[src/rtl/pad_io_pkg.sv]
// Shared types and width helpers for the pad-side I/O bridge.
package pad_io_pkg;

  typedef enum logic [1:0] {RD_IDLE, RD_REQ, RD_HOLD} rd_state_t;

  // Counter/pointer width, never narrower than one bit.
  function automatic int clog2w(input int n);
    return (n <= 1) ? 1 : $clog2(n);
  endfunction

endpackage

[src/rtl/pad_io_fifo.sv]
// Show-ahead FIFO, full/empty decoded from a registered occupancy count.
module pad_io_fifo
  import pad_io_pkg::*;
#(
  parameter int W     = 16,
  parameter int DEPTH = 4
) (
  input  logic         clk,
  input  logic         rst,
  input  logic         push,
  input  logic [W-1:0] push_data,
  input  logic         pop,
  output logic [W-1:0] head,
  output logic         full,
  output logic         empty
);

  localparam int PW = clog2w(DEPTH);
  localparam int CW = clog2w(DEPTH + 1);

  logic [DEPTH-1:0][W-1:0] mem;
  logic [PW-1:0]           wr_ptr, rd_ptr;
  logic [CW-1:0]           cnt;
  logic                    do_push, do_pop;

  assign full    = (cnt == CW'(DEPTH));
  assign empty   = (cnt == '0);
  assign do_push = push && !full;
  assign do_pop  = pop && !empty;
  assign head    = mem[rd_ptr];

  // Storage is reset too so the head reads zero out of reset.
  always_ff @(posedge clk or negedge rst) begin
    if (!rst) begin
      mem    <= '0;
      wr_ptr <= '0;
      rd_ptr <= '0;
      cnt    <= '0;
    end else begin
      if (do_push) begin
        mem[wr_ptr] <= push_data;
        wr_ptr      <= wr_ptr + PW'(1);
      end
      if (do_pop) rd_ptr <= rd_ptr + PW'(1);
      case ({do_push, do_pop})
        2'b10:   cnt <= cnt + CW'(1);
        2'b01:   cnt <= cnt - CW'(1);
        default: cnt <= cnt;
      endcase
    end
  end

endmodule

[src/rtl/pad_io_bridge.sv]
// Pad-to-core bridge: beat packer into a FIFO, start/done pulse and flag
// conditioning, and a handshaked single-word read port.
module pad_io_bridge
  import pad_io_pkg::*;
#(
  parameter int PAD_IN_W = 8,
  parameter int CORE_W   = 16,
  parameter int DEPTH    = 4,
  parameter int ADDR_W   = 8,
  parameter int DATA_W   = 9
) (
  input  logic                clk,
  input  logic                rst,
  input  logic                valid_input,
  input  logic [PAD_IN_W-1:0] X_load,
  output logic                in_rdy,
  input  logic                start_in,
  input  logic                read_n,
  input  logic [ADDR_W-1:0]   r_addr,
  output logic [DATA_W-1:0]   read_data,
  output logic                ry,
  output logic                finish,
  output logic                ovf,
  output logic                in_valid,
  output logic [CORE_W-1:0]   in_data,
  input  logic                in_ready,
  output logic                start,
  input  logic                done,
  output logic                rd_req,
  output logic [ADDR_W-1:0]   rd_addr,
  input  logic                rd_ack,
  input  logic [DATA_W-1:0]   rd_data
);

  localparam int BEATS = CORE_W / PAD_IN_W;
  localparam int BW    = clog2w(BEATS);

  logic [BW-1:0]     beat_cnt;
  logic [CORE_W-1:0] partial, word;
  logic              fifo_full, fifo_empty;
  logic              accept, last_beat, start_q, start_edge;
  rd_state_t         rd_state;

  assign in_rdy     = !fifo_full;
  assign in_valid   = !fifo_empty;
  assign accept     = valid_input && in_rdy;
  assign last_beat  = (beat_cnt == BW'(BEATS - 1));
  assign start_edge = start_in && !start_q;

  // Current beat merged into the partial word; on the last beat this is the push word.
  always_comb begin
    word = partial;
    word[int'(beat_cnt)*PAD_IN_W +: PAD_IN_W] = X_load;
  end

  always_ff @(posedge clk or negedge rst) begin
    if (!rst) begin
      partial  <= '0;
      beat_cnt <= '0;
    end else if (accept) begin
      partial  <= word;
      beat_cnt <= last_beat ? '0 : beat_cnt + BW'(1);
    end
  end

  pad_io_fifo #(.W(CORE_W), .DEPTH(DEPTH)) u_fifo (
    .clk       (clk),
    .rst       (rst),
    .push      (accept && last_beat),
    .push_data (word),
    .pop       (in_valid && in_ready),
    .head      (in_data),
    .full      (fifo_full),
    .empty     (fifo_empty)
  );

  // A start edge clears the sticky flags and beats a same-cycle set.
  always_ff @(posedge clk or negedge rst) begin
    if (!rst) begin
      start_q <= 1'b0;
      start   <= 1'b0;
      finish  <= 1'b0;
      ovf     <= 1'b0;
    end else begin
      start_q <= start_in;
      start   <= start_edge;
      if (start_edge) begin
        finish <= 1'b0;
        ovf    <= 1'b0;
      end else begin
        if (done) finish <= 1'b1;
        if (valid_input && !in_rdy) ovf <= 1'b1;
      end
    end
  end

  always_ff @(posedge clk or negedge rst) begin
    if (!rst) begin
      rd_state  <= RD_IDLE;
      rd_req    <= 1'b0;
      rd_addr   <= '0;
      read_data <= '0;
      ry        <= 1'b0;
    end else begin
      case (rd_state)
        RD_IDLE: if (!read_n) begin
          rd_addr  <= r_addr;
          rd_req   <= 1'b1;
          rd_state <= RD_REQ;
        end
        RD_REQ: if (rd_ack) begin
          read_data <= rd_data;
          rd_req    <= 1'b0;
          ry        <= 1'b1;
          rd_state  <= RD_HOLD;
        end
        RD_HOLD: if (read_n) begin
          ry       <= 1'b0;
          rd_state <= RD_IDLE;
        end
        default: rd_state <= RD_IDLE;
      endcase
    end
  end

endmodule

[config.mk]
export PLATFORM = sky130hd
export DESIGN_NAME = pad_io_bridge
export DESIGN_NICKNAME = d
export VERILOG_FILES = /design/src/rtl/pad_io_pkg.sv /design/src/rtl/pad_io_fifo.sv /design/src/rtl/pad_io_bridge.sv
export SDC_FILE = /design/constraint.sdc
export NUM_CORES = 1
export LEC_CHECK = 0
export CAP_MARGIN = 20
export CELL_PAD_IN_SITES_DETAIL_PLACEMENT = 0
export CELL_PAD_IN_SITES_GLOBAL_PLACEMENT = 2
export CORE_MARGIN = 4
export CORE_UTILIZATION = 41
export CTS_BUF_LIST = sky130_fd_sc_hd__clkbuf_2
export DETAILED_ROUTE_END_ITERATION = 6
export HOLD_SLACK_MARGIN = 0.02
export PLACE_DENSITY_LB_ADDON = 0.1
export SETUP_SLACK_MARGIN = 0.1
export SYNTH_ARGS = -nofsm -noshare
export SYNTH_HDL_FRONTEND = slang
export SYNTH_SLANG_ARGS = --single-unit
[constraint.sdc]
create_clock -name clk -period 3.1 [get_ports clk]
set_input_delay 0.62 -clock clk [delete_from_list [all_inputs] [get_ports clk]]
set_output_delay 0.62 -clock clk [all_outputs]
set_load 0.1 [all_outputs]
==> metrics.csv, run 1 <==
metric;value;unit
GRT Max-Usage Layer;met2;
M3 GR Usage;5.38;%
worst slew pin tran;661;ps
via count;2797;
vias in the first global route;2977;
startpoint types;flip-flop;
post-synth top area share;54.5;%
DRC;0;
largest net degree at the start of global routing;74;
Reg2Reg Capture Point;u_fifo.cnt[2];
min cycle time layout;2760;ps
Worst Hold Depth;1;
status;finished, final reports clean;
share of cells above drive strength 1;51.4;%
clk_skew;27.2;ps
top_reg_cell synth;dfrtp_1;
worst rel slew slack;55.7;%
Post-Syn Nets;349;
fmax;362;MHz
nets@finish;433;
hold_ws;418;ps
Post-synth ARST share;100;%
RSZ-0062 raised after global routing;no;
met1 Use GR;20.7;%
Hold Violations, Final;0;
part of the cycle the worst path needs;89.2;%
min-delay src;start_in;
die height;120;um
Port Buffers;72;
max cap viols;0;
Reg2Reg Setup Slack;830;ps
Tot GR Track Use;15.0;%
grt total ovfl;0;
top cell type by total area after synthesis;dfrtp_1;
core box area;12200;um2
Setup crit end kind;output pin;
root buffer cell;clkbuf_2;
Die ar.;14500;um2
Synth Register Bits;113;
antenna viol nets, final;0;
HPWL Detailed;6440;um
Filler Cell Count;1103;
H-tree levels;4;
Worst Hold End;start_q;
yosys warns;0;
antenna violations before repair;0;
R2R Path Start;u_fifo.cnt[1];
Cell Area, Placed;6110;um2
CP arrival;2140;ps
TNS Setup;0;ps
Hold WC Path Type;input pin to flip-flop;
RePlAce Congestion;0.757;
WL final;10000;um
area grow syn2layout;21.4;%
routed len/inst;17.5;um
Place WS;456;ps
n_diodes;0;
clock buffer depth;2;
Initial DRC Count;142;
post-route setup slack;335;ps
CTS tree;yes;
Rows;40;
design area;6300;um2
CP required;2480;ps
syn_area_per_cell;16.7;um2
Crit Path Class;flip-flop to output pin;
max-slew violation count;0;
Initial Utilization;42.5;%
Crit Path Max Fanout;10;
Final Setup Violations;0;
commonest cells in the netlist;dfrtp_1, mux2_2, mux2_4, mux4_2;
EDFF count, synth;0;
GR Util met2;21.8;%
global-route wire length before repair;16400;um
FF-to-FF path depth;9;
synthesized area;5190;um2
most frequent cell after synthesis;dfrtp_1;
Pre-antenna DRT Iters;4;
CTS Buf Count;17;
Die W;120;um
latest clock arrival within the worst-skew pair;650;ps
post-DR vias/cell;4.88;
top cells by area, synth;dfrtp_1, mux2_4, mux2_2;
Sink Count;113;
Netlist cell types;31;
clk slew on worst S/H paths;140;ps
sequential fraction of the synthesis area;54.5;%
Post-Syn Instances;310;
I/O pin total;73;
==> through the flow <==
step                      instances  util [%]
after detailed placement        541      50.1
after global placement          541      50.1
after floorplan                 310         -
after global routing            573      51.6
after CTS                       572      51.5
final                           573      51.6
==> metal layers <==
metal	vias up	routed length, um
met5	-	0
met4	0	101
met3	9	553
met2	85	4530
met1	1423	4860
li1	1280	-
==> worst max-delay path by stage <==
stage,slack (ps),depth (start not counted),endpoint,start
4_1_cts,150,3,in_data[11],u_fifo.rd_ptr[0]
3_5_place_dp,460,10,u_fifo.cnt[2],valid_input
3_3_place_gp,490,10,u_fifo.cnt[2],valid_input
2_1_floorplan,720,10,u_fifo.cnt[2],u_fifo.cnt[0]
6_report,340,3,in_data[6],u_fifo.rd_ptr[1]
5_1_grt,140,3,in_data[8],u_fifo.rd_ptr[1]
==> flip-flops by register name (all words and copies together) (netlist names) <==
signal	count
u_fifo.mem	64
u_fifo.wr_ptr	2
rd_req	1
ovf	1
start_q	1
ry	1
u_fifo.rd_ptr	2
u_fifo.cnt	3
start	1
rd_state	2
rd_addr	8
beat_cnt	1
partial	16
read_data	9
finish	1
==> cells by family (layout without fill, tap and decap cells) <==
group / after synthesis / in the layout / share of synthesized area, %
buffers and inverters: 24 / 119 / 3.95
xor gates and xnor gates: 7 / 7 / 1.18
DFF: 113 / 113 / 54.5
muxes: 131 / 131 / 35.4
adders and majority gates: 6 / 6 / 1.59
and+or+nand+nor: 23 / 23 / 2.53
AOI/OAI and AO/OA: 6 / 6 / 0.820
==> final cells by class <==
class                           count  area (um2)  area share (%)
Timing Repair Buffer               83         916            14.5
Tap cell                          168         210            3.34
Multi-Input combinational cell    173        2160            34.2
Sequential cell                   113        2830            44.9
Clock buffer                       18        90.1            1.43
Clock inverter                     12        76.3            1.21
Inverter                            6        22.5           0.357
==> placed cells by master (no fill, tap or decap), types with 2 or more instances in the layout <==
cell type and count:
nor2_1 6, buf_12 17, clkbuf_2 18, mux4_2 16
buf_4 34, clkinv_2 4, mux2_4 49, nand2_1 3
clkinv_1 7, clkdlybuf4s50_1 31, nor2b_1 3, and3_1 4
mux2_2 65, xnor2_1 3, inv_1 6, ha_1 5
dfrtp_1 112, and2_1 2, xor2_1 4
==> timing repair <==
action,in CTS,in global routing
gates resized for setup,1,0
endpoints found under the hold margin,40,0
hold buffers,1,0
buffers inserted,0,1
endpoints found under the setup margin,12,11
==> worst max-delay path: stages (launching register included) <==
cell and delay [ps]:
dfrtp_1 630, buf_4 320, mux4_2 380, buf_12 190
Power of run 1 is left out: the tool's default activity adds up to more than one toggle a clock period on the data nets, which glitch-free logic cannot reach.
==> run 2: changes to the inputs <==
Clock period 3.1 ns to 2.7 ns, I/O delays scaled along.
==> run 2 against run 1 <==
Utilization grew 0.58 points; routed wire length up 0.67%; hold slack got worse by 93 ps; via count up 0.57%; register-to-register slack worse by 370 ps; highest routed layer unchanged.
==> metrics.csv, run 2 (same netlist as run 1, synthesis figures left out) <==
metric;value;unit
TNS Setup;0;ps
largest net degree at the start of global routing;77;
Tot GR Track Use;15.3;%
clk slew on worst S/H paths;160;ps
RePlAce Congestion;0.716;
top routing layer used;met4;
placed cell count;543;
I/O pin total;73;
Hold WC Path Type;input pin to flip-flop;
antenna viol nets, final;0;
DRC;0;
max cap viols;0;
biggest regs;u_fifo.mem x64, partial x16, read_data x9;
met3 WL post-DR;587;um
min-delay src;start_in;
Die ar.;14500;um2
nets@finish;434;
Filler Cell Count;1092;
die height;120;um
R2R Path Start;u_fifo.cnt[0];
number of flip-flops in the largest register;64;
Non-Filler Instances;576;
Sink Count;113;
HPWL Detailed;6640;um
Metal-1 WL;4640;um
Port Buffers;72;
most common cell after layout, fill and taps aside;dfrtp_1;
min cycle time layout;2560;ps
latest clock arrival within the worst-skew pair;650;ps
RSZ-0062 raised after global routing;yes;
area grow syn2layout;22.8;%
antenna violations before repair;0;
post-route setup slack;142;ps
Setup crit start;u_fifo.rd_ptr[0];
Crit Path Class;flip-flop to output pin;
part of the cycle the worst path needs;94.7;%
worst rel slew slack;57.2;%
CP required;2160;ps
fmax;391;MHz
clock buffer depth;2;
CTS tree;yes;
CTS Buf Count;17;
H-tree levels;4;
core box area;12200;um2
max-slew violation count;0;
startpoint types;flip-flop;
share of cells above drive strength 1;52.7;%
vias in the first global route;3138;
via count;2813;
Hold Violations, Final;0;
postcts setup bufs;0;
clk_skew;19.3;ps
root buffer cell;clkbuf_2;
Setup crit end kind;output pin;
Initial DRC Count;80;
Die W;120;um
Initial Utilization;42.5;%
post-DR vias/cell;4.88;
Place WS;161;ps
metal2 WL;4710;um
Rows;40;
global-route wire length before repair;16800;um
routed len/inst;17.6;um
Crit Path Max Fanout;8;
leading cell types in the layout, fill and taps excluded;dfrtp_1, mux2_2, mux2_4, clkdlybuf4s50_1, buf_4;
n_diodes;0;
Pre-antenna DRT Iters;4;
Largest Register;u_fifo.mem;
WL final;10100;um
CP arrival;2020;ps
worst slew pin tran;639;ps
Final Setup Violations;0;
status;finished, final reports clean;
grt total ovfl;0;
run 2: area by class of cell:
class,count,area (um2),share of cell area (%)
flip-flops and latches,113,2830,44.4
multi-input cells,173,2160,33.8
repair buffers,84,972,15.3
well taps,168,210,3.30
clock buffers,23,115,1.81
clock inverters,9,66.3,1.04
inverters,6,22.5,0.353
run 2: path summary, 6_finish.rpt:
check	to	slack, ps	depth (start not counted)
worst max-delay path	in_data[1]	140	3
worst min-delay path	start_q	320	1
worst max register to register	u_fifo.cnt[2]	460	9
worst min register to register	start	450	1
max in group asynchronous	u_fifo.mem[7]	1530	3
min in group asynchronous	rd_state[1]	380	2
run 2: stage by stage:
stage                     area [um2]  utilization, %  hold WS (ps)
after CTS                       6370            52.2           233
after detailed placement        6170            50.5           432
final                           6370            52.2           325
after floorplan                 5190               -           244
after global routing            6370            52.2           213
after global placement          6170            50.5           425
run 2: worst max-delay path: stages (launching register included):
cell     delay, ps
dfrtp_1        420
buf_6          190
mux4_2         560
buf_12         190
run 2: layer usage:
metal | up-vias | global-route usage, %
met2 | 72 | 23.4
met3 | 14 | 5.29
li1 | 1286 | -
met5 | - | 0
met4 | 0 | 6.37
met1 | 1441 | 20.0
run 2: repair_timing:
action / 4_1_cts / 5_1_grt
gates resized for setup: 4 / 0
hold buffers: 1 / 0
endpoints found under the setup margin: 16 / 16
endpoints found under the hold margin: 37 / 0
Power of run 2 is left out for the same reason.
==> run 3: changes to the inputs <==
Settings changed: SETUP_SLACK_MARGIN 0.1 to 0.5.
==> run 3 against run 2 <==
Via count rose by 2.6%; worst setup slack improved by 31 ps; critical path depth did not move.
==> metrics.csv, run 3 (same netlist as run 1, synthesis figures left out) <==
metric;value;unit
Port Buffers;72;
Initial DRC Count;144;
nets@finish;447;
H-tree levels;4;
Reg2Reg Setup Slack;470;ps
biggest regs;u_fifo.mem x64, partial x16, read_data x9;
number of flip-flops in the largest register;64;
clock buffer depth;2;
leading cell types in the layout, fill and taps excluded;dfrtp_1, mux2_2, mux2_4, buf_4, clkdlybuf4s50_1;
CTS tree;yes;
die height;120;um
CP required;2160;ps
Initial Utilization;42.5;%
fmax;396;MHz
min cycle time layout;2530;ps
via count;2885;
design area;6510;um2
FF-to-FF path depth;10;
Tot GR Track Use;15.6;%
worst rel slew slack;69.8;%
R2R Path Start;u_fifo.cnt[1];
global-route wire length before repair;17000;um
Reg2Reg Capture Point;u_fifo.cnt[2];
RSZ-0062 raised after global routing;yes;
Die ar.;14500;um2
WL final;10400;um
antenna viol nets, final;0;
max cap viols;0;
grt total ovfl;0;
Hold WC Path Type;input pin to async pin;
Cell Area, Placed;6180;um2
post-DR vias/cell;4.91;
root buffer cell;clkbuf_2;
I/O pin total;73;
Final Setup Violations;0;
Die W;120;um
TNS Setup;0;ps
final core occ;53.3;%
Largest Register;u_fifo.mem;
DRC;0;
core box area;12200;um2
most common cell after layout, fill and taps aside;dfrtp_1;
CTS Buf Count;17;
Place WS;177;ps
area grow syn2layout;25.5;%
RePlAce Congestion;0.719;
Crit Path Max Fanout;10;
largest net degree at the start of global routing;65;
antenna violations before repair;0;
part of the cycle the worst path needs;93.6;%
Hold Violations, Final;0;
share of cells above drive strength 1;55.5;%
Sink Count;113;
clk_skew;29.7;ps
Setup crit end kind;output pin;
max-slew violation count;0;
Rows;40;
routed len/inst;17.7;um
startpoint types;flip-flop;
Pre-antenna DRT Iters;4;
CP arrival;1990;ps
post-route setup slack;173;ps
latest clock arrival within the worst-skew pair;650;ps
clk slew on worst S/H paths;170;ps
HPWL Detailed;6700;um
worst slew pin tran;452;ps
vias in the first global route;3154;
Crit Path Class;flip-flop to output pin;
n_diodes;0;
status;finished, final reports clean;
-- run 3: area by class of cell --
type / count / area [um2]
multi-input combinational: 173 / 2180
fill: 1038 / 5700
clock inverter: 10 / 70.1
clock buffer: 21 / 105
sequential: 113 / 2830
tap: 168 / 210
inverter: 6 / 22.5
timing repair buffer: 97 / 1090
-- run 3: critical path, cell delays in order, from the launching register on --
cell,delay (ps)
dfrtp_2,430
buf_12,170
mux4_2,560
buf_12,190
-- run 3: metal layers --
| metal | global-route usage (%) | vias to the layer above | routed length, um |
|---|---|---|---|
| met3 | 5.33 | 17 | 560 |
| li1 | - | 1308 | - |
| met1 | 20.0 | 1480 | 4680 |
| met4 | 6.37 | 0 | 172 |
| met5 | 0 | - | 0 |
| met2 | 24.2 | 80 | 4990 |
-- run 3: worst max path at each step --
stage               cells past startpoint            end        startpoint
floorplan                              10  u_fifo.cnt[2]     u_fifo.cnt[0]
global placement                       10  u_fifo.cnt[2]       valid_input
detailed placement                     10  u_fifo.cnt[2]       valid_input
CTS                                     3     in_data[4]  u_fifo.rd_ptr[0]
global route                            3     in_data[4]  u_fifo.rd_ptr[0]
finish                                  3     in_data[4]  u_fifo.rd_ptr[0]
-- run 3: per-stage QoR --
stage / hold WS [ps] / std cells
2_1_floorplan: 244 / 310
3_3_place_gp: 426 / 544
3_5_place_dp: 435 / 544
4_1_cts: 206 / 583
5_1_grt: 233 / 588
6_report: 288 / 588
-- run 3: what timing repair did --
| action | CTS | global route |
|---|---|---|
| hold buffers | 1 | 0 |
| pin swaps | 1 | 4 |
| gates cloned | 0 | 0 |
| gates resized for setup | 10 | 7 |
| setup buffers | 7 | 5 |
| setup endpoints to repair | 18 | 20 |
| hold endpoints to repair | 21 | 0 |
Power of run 3 is left out for the same reason.
